`src/rtl/int_ctrl.sv`:
```
// Interrupt controller: synchronizes device lines, latches them as pending, masks them and
// drives a fixed-priority irq/cause pair to the CPU. Software access is over a STB/ACK slave bus.
module int_ctrl #(
  parameter int unsigned NUM_SRC  = 6,
  parameter logic [31:0] RST_MASK = 32'h0,
  parameter logic [31:0] RST_EDGE = 32'hFFFF_FFFF
) (
  input  logic               clk,
  input  logic               rst,
  input  logic [NUM_SRC-1:0] src,
  input  logic               STB,
  input  logic               WE,
  input  logic [31:0]        ADDR,
  input  logic [31:0]        DAT_I,
  output logic [31:0]        DAT_O,
  output logic               ACK,
  output logic               irq,
  output logic [31:0]        cause
);

  typedef enum logic {StIdle, StDone} bus_state_e;

  bus_state_e         state_q, state_d;
  logic [NUM_SRC-1:0] s1_q, s2_q, s3_q;
  logic [NUM_SRC-1:0] pending_q, pending_d;
  logic [NUM_SRC-1:0] mask_q, mask_d;
  logic [NUM_SRC-1:0] edge_q, edge_d;
  logic [NUM_SRC-1:0] actv, rise, w1c;
  logic               ack_q, ack_d;
  logic [31:0]        dat_q, dat_d;
  logic               irq_q, irq_d;
  logic [4:0]         cause_q, cause_d;
  logic [1:0]         sel;
  logic               unused_bits;

  assign sel         = ADDR[3:2];
  assign actv        = pending_q & mask_q;
  assign rise        = s2_q & ~s3_q;
  assign unused_bits = ^{ADDR[31:4], ADDR[1:0], DAT_I};

  function automatic logic [31:0] zext(input logic [NUM_SRC-1:0] v);
    logic [31:0] r;
    r = '0;
    r[NUM_SRC-1:0] = v;
    return r;
  endfunction

  // Bus handshake: the access happens only on the IDLE->DONE transition, so a long STB
  // assertion executes a write or W1C exactly once.
  always_comb begin
    state_d = state_q;
    ack_d   = ack_q;
    dat_d   = dat_q;
    mask_d  = mask_q;
    edge_d  = edge_q;
    w1c     = '0;
    unique case (state_q)
      StIdle: begin
        if (STB) begin
          state_d = StDone;
          ack_d   = 1'b1;
          if (WE) begin
            case (sel)
              2'd0:    w1c    = DAT_I[NUM_SRC-1:0];
              2'd1:    mask_d = DAT_I[NUM_SRC-1:0];
              2'd2:    edge_d = DAT_I[NUM_SRC-1:0];
              default: ;
            endcase
          end else begin
            case (sel)
              2'd0:    dat_d = zext(pending_q);
              2'd1:    dat_d = zext(mask_q);
              2'd2:    dat_d = zext(edge_q);
              default: dat_d = {irq_q, 26'b0, cause_q};
            endcase
          end
        end
      end
      StDone: begin
        if (!STB) begin
          state_d = StIdle;
          ack_d   = 1'b0;
        end
      end
      default: state_d = StIdle;
    endcase
  end

  // Edge-mode bits: clear first, then set, so a same-cycle rise wins over W1C.
  // Level-mode bits follow the synchronized line and ignore W1C.
  always_comb begin
    pending_d = (edge_q & ((pending_q & ~w1c) | rise)) | (~edge_q & s2_q);
  end

  // Lowest index has highest priority, so scan downward and let low bits overwrite.
  always_comb begin
    irq_d   = |actv;
    cause_d = '0;
    for (int i = NUM_SRC - 1; i >= 0; i--) begin
      if (actv[i]) cause_d = i[4:0];
    end
  end

  always_ff @(posedge clk) begin
    if (rst) begin
      state_q   <= StIdle;
      s1_q      <= '0;
      s2_q      <= '0;
      s3_q      <= '0;
      pending_q <= '0;
      mask_q    <= RST_MASK[NUM_SRC-1:0];
      edge_q    <= RST_EDGE[NUM_SRC-1:0];
      ack_q     <= 1'b0;
      dat_q     <= '0;
      irq_q     <= 1'b0;
      cause_q   <= '0;
    end else begin
      state_q   <= state_d;
      s1_q      <= src;
      s2_q      <= s1_q;
      s3_q      <= s2_q;
      pending_q <= pending_d;
      mask_q    <= mask_d;
      edge_q    <= edge_d;
      ack_q     <= ack_d;
      dat_q     <= dat_d;
      irq_q     <= irq_d;
      cause_q   <= cause_d;
    end
  end

  assign DAT_O = dat_q;
  assign ACK   = ack_q;
  assign irq   = irq_q;
  assign cause = {27'b0, cause_q};

endmodule

```
`config.mk`:
```
export PLATFORM = sky130hd
export DESIGN_NAME = int_ctrl
export DESIGN_NICKNAME = d
export VERILOG_FILES = /design/src/rtl/int_ctrl.sv
export SDC_FILE = /design/constraint.sdc
export NUM_CORES = 1
export LEC_CHECK = 0
export BUFFER_PORTS_ARGS = -buffer_cell sky130_fd_sc_hd__buf_2
export CAP_MARGIN = 20
export CORE_MARGIN = 5
export CORE_UTILIZATION = 39
export DETAILED_ROUTE_END_ITERATION = 6
export PLACE_DENSITY_LB_ADDON = 0.25
export SYNTH_ARGS = -nofsm -noshare
export SYNTH_HDL_FRONTEND = slang
export SYNTH_SLANG_ARGS = --single-unit
```
`constraint.sdc`:
```
create_clock -name clk -period 1.3 [get_ports clk]
set_input_delay 0.065 -clock clk [delete_from_list [all_inputs] [get_ports clk]]
set_output_delay 0.065 -clock clk [all_outputs]
set_load 0.1 [all_outputs]
```
; Word-level counts from Yosys, hierarchy flattened
; Cells that the tools add are included.
[word_totals]
regBits = 76
inputBits = 74
output_inout_bits = 66
wordCells = 54
[classes]
n_eq_ne = 4
n_mux = 14
bitwise_logic = 12
reduce_logical = 10
[op_table]
columns = op, count
row1 = $pmux W32 S3, 1
row2 = $and A6 B6 Y6, 5
row3 = $mux W6, 4
row4 = $not A6 Y6, 3
row5 = $or A6 B6 Y6, 2
row6 = $reduce_or A6 Y1, 2
row7 = $reduce_and A4 Y1, 2
row8 = $mux W3, 2
row9 = $reduce_or A5 Y1, 1
row10 = $mux W1, 4
row11 = $mux W2, 2
row12 = $ne A2 B2 Y1 const B, 2
row13 = $reduce_and A3 Y1, 1
row14 = $reduce_or A3 Y1, 1
row15 = $eq A2 B1 Y1 const B, 1
row16 = $eq A2 B2 Y1 const B, 1
row17 = $logic_not A2 Y1, 1
row18 = $not A1 Y1, 2
row19 = $pmux W1 S2, 1
row20 = $reduce_and A2 Y1, 1
row21 = $reduce_or A2 Y1, 1

; Depth between registers and ports, before layout
[logic_depth]
word_depth = 10
mapped_depth = 5
depth_no_buf = 4

; Worst setup path after synthesis
; Ideal clock, no wire load.
[synth_path]
kind = flip-flop to flip-flop
from = register cause_q[1]
to = register dat_q[1], in the netlist DAT_O[1]
setup_time_ps = 71
t_arrival_ps = 1472
t_required_ps = 1229
setup_slack_ps = -242
stages_incl_launch_ff = 4
path_buffers = 0
period_less_slack_ps = 1542
path_cell_list = dfxtp_1 mux4_2 nand2_1 a21oi_1
[synth_between]
elab_chain_len = 1
[synth_rtl]
columns = item, line
row1 = "start, declared", 32  ; logic [4:0] cause_q, cause_d;
row2 = "start signal, assigned", 128  ; cause_q <= cause_d;
row3 = $pmux W32 S3, 70  ; case (sel)
row4 = "end signal, assigned", 126  ; dat_q <= dat_d;
row5 = "end, declared", 30  ; logic [31:0] dat_q, dat_d;
; No other way between the ends.
; A chain may end at the register's enable or synchronous reset.

; Final worst setup path
[layout_path]
from = register state_q
to = register edge_q[0]
[layout_between]
elab_chain_len = 2
[layout_rtl]
columns = item, line
row1 = "start, declared", 23  ; bus_state_e state_q, state_d;
row2 = "start signal, assigned", 106  ; state_q <= StIdle;
row3 = "start signal, assigned", 118  ; state_q <= state_d;
row4 = $not A1 Y1 (no line), -
row5 = $reduce_and A4 Y1 (no line), -
row6 = "end signal, assigned", 112  ; edge_q <= RST_EDGE[NUM_SRC-1:0];
row7 = "end signal, assigned", 124  ; edge_q <= edge_d;
row8 = "end, declared", 27  ; logic [NUM_SRC-1:0] edge_q, edge_d;
; No other way between the ends.

==> metrics.md <==
| Metric | Value |
|---|---|
| Syn-to-layout area delta | 10.5% |
| Top cell type's share of synthesized area | 0.430 |
| Via count | 1488 |
| WL/cell | 11.5 um |
| FF+latch count, synth | 49 |
| RSZ-0062 raised after global routing | yes |
| Pwr dens | 1370 mW/mm2 |
| FILL cells | 575 |
| Final wirelength | 4110 um |
| GRT Residual Overflow | 0 |
| Synth async-reset ratio | 0 |
| Initial Utilization | 0.407 |
| Clock tree sinks | 49 |
| Area of placed instances | 0.00234 mm2 |
| Iteration-0 DRC Markers | 40 |
| Leak pwr | roughly 1.1 nW |
| Most used DFF post-synth | dfxtp_1 |
| Crit-path max FO | 6 |
| First-pass GRT wire length | 6040 um |
| Nets@finish | 357 |
| Final setup fails | 0 |
| Pwr Total | 3.46 mW |
| Die X-Extent | about 87 um |
| DP HPWL | 2920 um |
| Yosys top cell by area | dfxtp_1 |
| Synth Cell Area | 0.00228 mm2 |
| Final core utilization | 0.450 |
| 1st-pass router iterations | 4 |
| Slew Viols, Final | 0 |
| Total GRT Usage | 0.106 |
| Port Buf Inserts | 29 |
| Routability cong. | 0.712 |
| Fmax | 779 MHz |
| Root buffer cell | clkbuf_8 |
| Multi-input logic area | about 0.0011 mm2 |
| Ranking of synthesized cells by area | dfxtp_1, buf_4, nor2b_1 |
| Critical path required time | 1.54 ns |
| Antenna-violating nets left | 0 |
| Later-pin clock latency in the skew report | ~0.30 ns |
| Largest net degree at the start of global routing | 31 |
| Synth warn | 0 |
| Kind of end point of the critical path | register |
| Status | finished, final reports clean |
| Core box area | 0.00561 mm2 |
| Seq/Total Area, Yosys | 0.430 |
| Placed instance count | 340 |
| DIE AREA | 0.00748 mm2 |
| Non-Filler Cell Area, Final | 0.00252 mm2 |
| Number of max-cap violations | 0 |
| Setup TNS | 0 ns |
| Synth Instances | 242 |
| Final routed DRC violation total | 0 |
| Die Ht | 86.5 um |
| Syn Area/Cell | 9.44 um2 |
| Setup WS pre-CTS | -0.0240 ns |
| Initial antenna violation count | 0 |
| Worst-path clk slew | about 0.090 ns |
| # IOs | 140 |
| Period minus WS final | 1.28 ns |
| Final period utilization | 0.988 |
| Clock Skew | about 0.0075 ns |
| Vias in the first global route | between 1000 and 1500 |
| Hold Path Class | in2reg |
| WP data arrival | 1.52 ns |
| Crit path launch type | register |
| H-tree depth | 2 |
| Vias per std cell | 4.18 |
| CTS tree | done |
| Post-synth EDFFs | 0 |
| ANT cells | 0 |
| Floorplan row count | 27 |
| Max clock buf depth | 2 |
| Worst vdd ir | 0.828 mV |
| Synth cell types | 31 |
| Layout cell share with drive strength beyond 1 | 0.218 |
| Setup ws final | roughly 0.016 ns |
| Hold_ws | 0.0463 ns |
| Num CTS Buffers | 5 |
| Final hold violation count | 0 |
| CP Class | reg2reg |
| Layout Cells excl Fill | 356 |
| Register area | 988 um2 |
worst paths after layout:
kind | start | end | slack [ns] | cells after the start
worst max-delay path | state_q | edge_q[0] | 0.02 | 4
worst min-delay path | DAT_I[4] | mask_q[4] | 0.05 | 3
worst max register to register | state_q | edge_q[0] | 0.02 | 4
worst min register to register | s1_q[2] | s2_q[2] | 0.44 | 1
critical path, cell delays in order (launching register included):
cell and delay [ns]:
dfxtp_2 0.33, nand3b_4 0.18, buf_4 0.16, or3b_4 0.42
a21oi_1 0.14
synth_stat cells (2+ instances only):
cell	count
nand2b_1	2
nand3b_1	3
nor2_1	19
a211oi_1	6
buf_4	54
dfxtp_1	49
nor3_2	5
a21o_1	7
mux2i_1	9
clkbuf_1	2
mux4_1	2
a22oi_1	2
a21oi_1	12
buf_6	2
nand2_1	23
buf_1	2
nor2b_1	19
o21ai_0	4
nor3_1	6
buf_2	3
kinds of logic (layout without fill, tap and decap cells):
group / after synthesis / count (layout) / synth area share
AND/OR/NAND/NOR: 83 / 84 / 0.202
buffers and inverters: 64 / 52 / 0.202
flip-flops: 49 / 49 / 0.430
AO/OA/AOI/OAI: 33 / 33 / 0.0921
multiplexers: 12 / 12 / 0.0723
other: 1 / 54 / 0.00164
report_power, final:
part	switching [mW]	leakage [nW]	internal (mW)
Sequential	0.0270	0.403	1.55
Combinational	0.882	0.689	0.127
Clock	0.488	0.0385	0.381
Total	1.40	1.13	2.06
placed cells by master, fill, tap and decap left out, types with 3 or more instances in the layout:
master and count:
nor2_1 19, a21o_1 7, mux2i_1 9, dfxtp_2 6, clkbuf_8 5, nor3_1 4, nand3b_1 3, buf_4 6
nor2b_1 19, a21oi_1 12, o21ai_0 4, dlygate4sd3_1 6, buf_2 29, a211oi_1 6, dfxtp_1 43, conb_1 54
nor3_2 6, nand2_1 23
area by class of cell:
class	count	share of cell area
clock buffer	7	0.0302
clock inverter	1	0.00297
inverter	1	0.00149
multi-input combinational	183	0.423
sequential	49	0.392
tap	72	0.0357
timing repair buffer	43	0.115
state kept, by name, summed over array words and instances (netlist names), 3 cells and up:
| name | flops |
|---|---|
| edge_q | 6 |
| cause_q | 3 |
| s3_q | 6 |
| mask_q | 6 |
| DAT_O | 7 |
| s2_q | 6 |
| pending_q | 6 |
| s1_q | 6 |
routing by layer:
| metal | share of wire | global-route usage | vias to the layer above |
|---|---|---|---|
| li1 | - | - | 785 |
| met4 | 0.014 | 0.0382 | 0 |
| met3 | 0.083 | 0.0504 | 5 |
| met5 | 0 | 0 | - |
| met1 | 0.46 | 0.141 | 654 |
| met2 | 0.44 | 0.147 | 44 |
repair_timing:
item | 4_1_cts | 5_1_grt
hold buffers | 6 | 0
cloned | 1 | 0
pin swaps | 1 | 1
gates resized for setup | 0 | 5
setup endpoints to repair | 2 | 8
buffers inserted | 0 | 1
hold endpoints to repair | 6 | 0
Note: power is estimated with default switching activity, not from simulation.
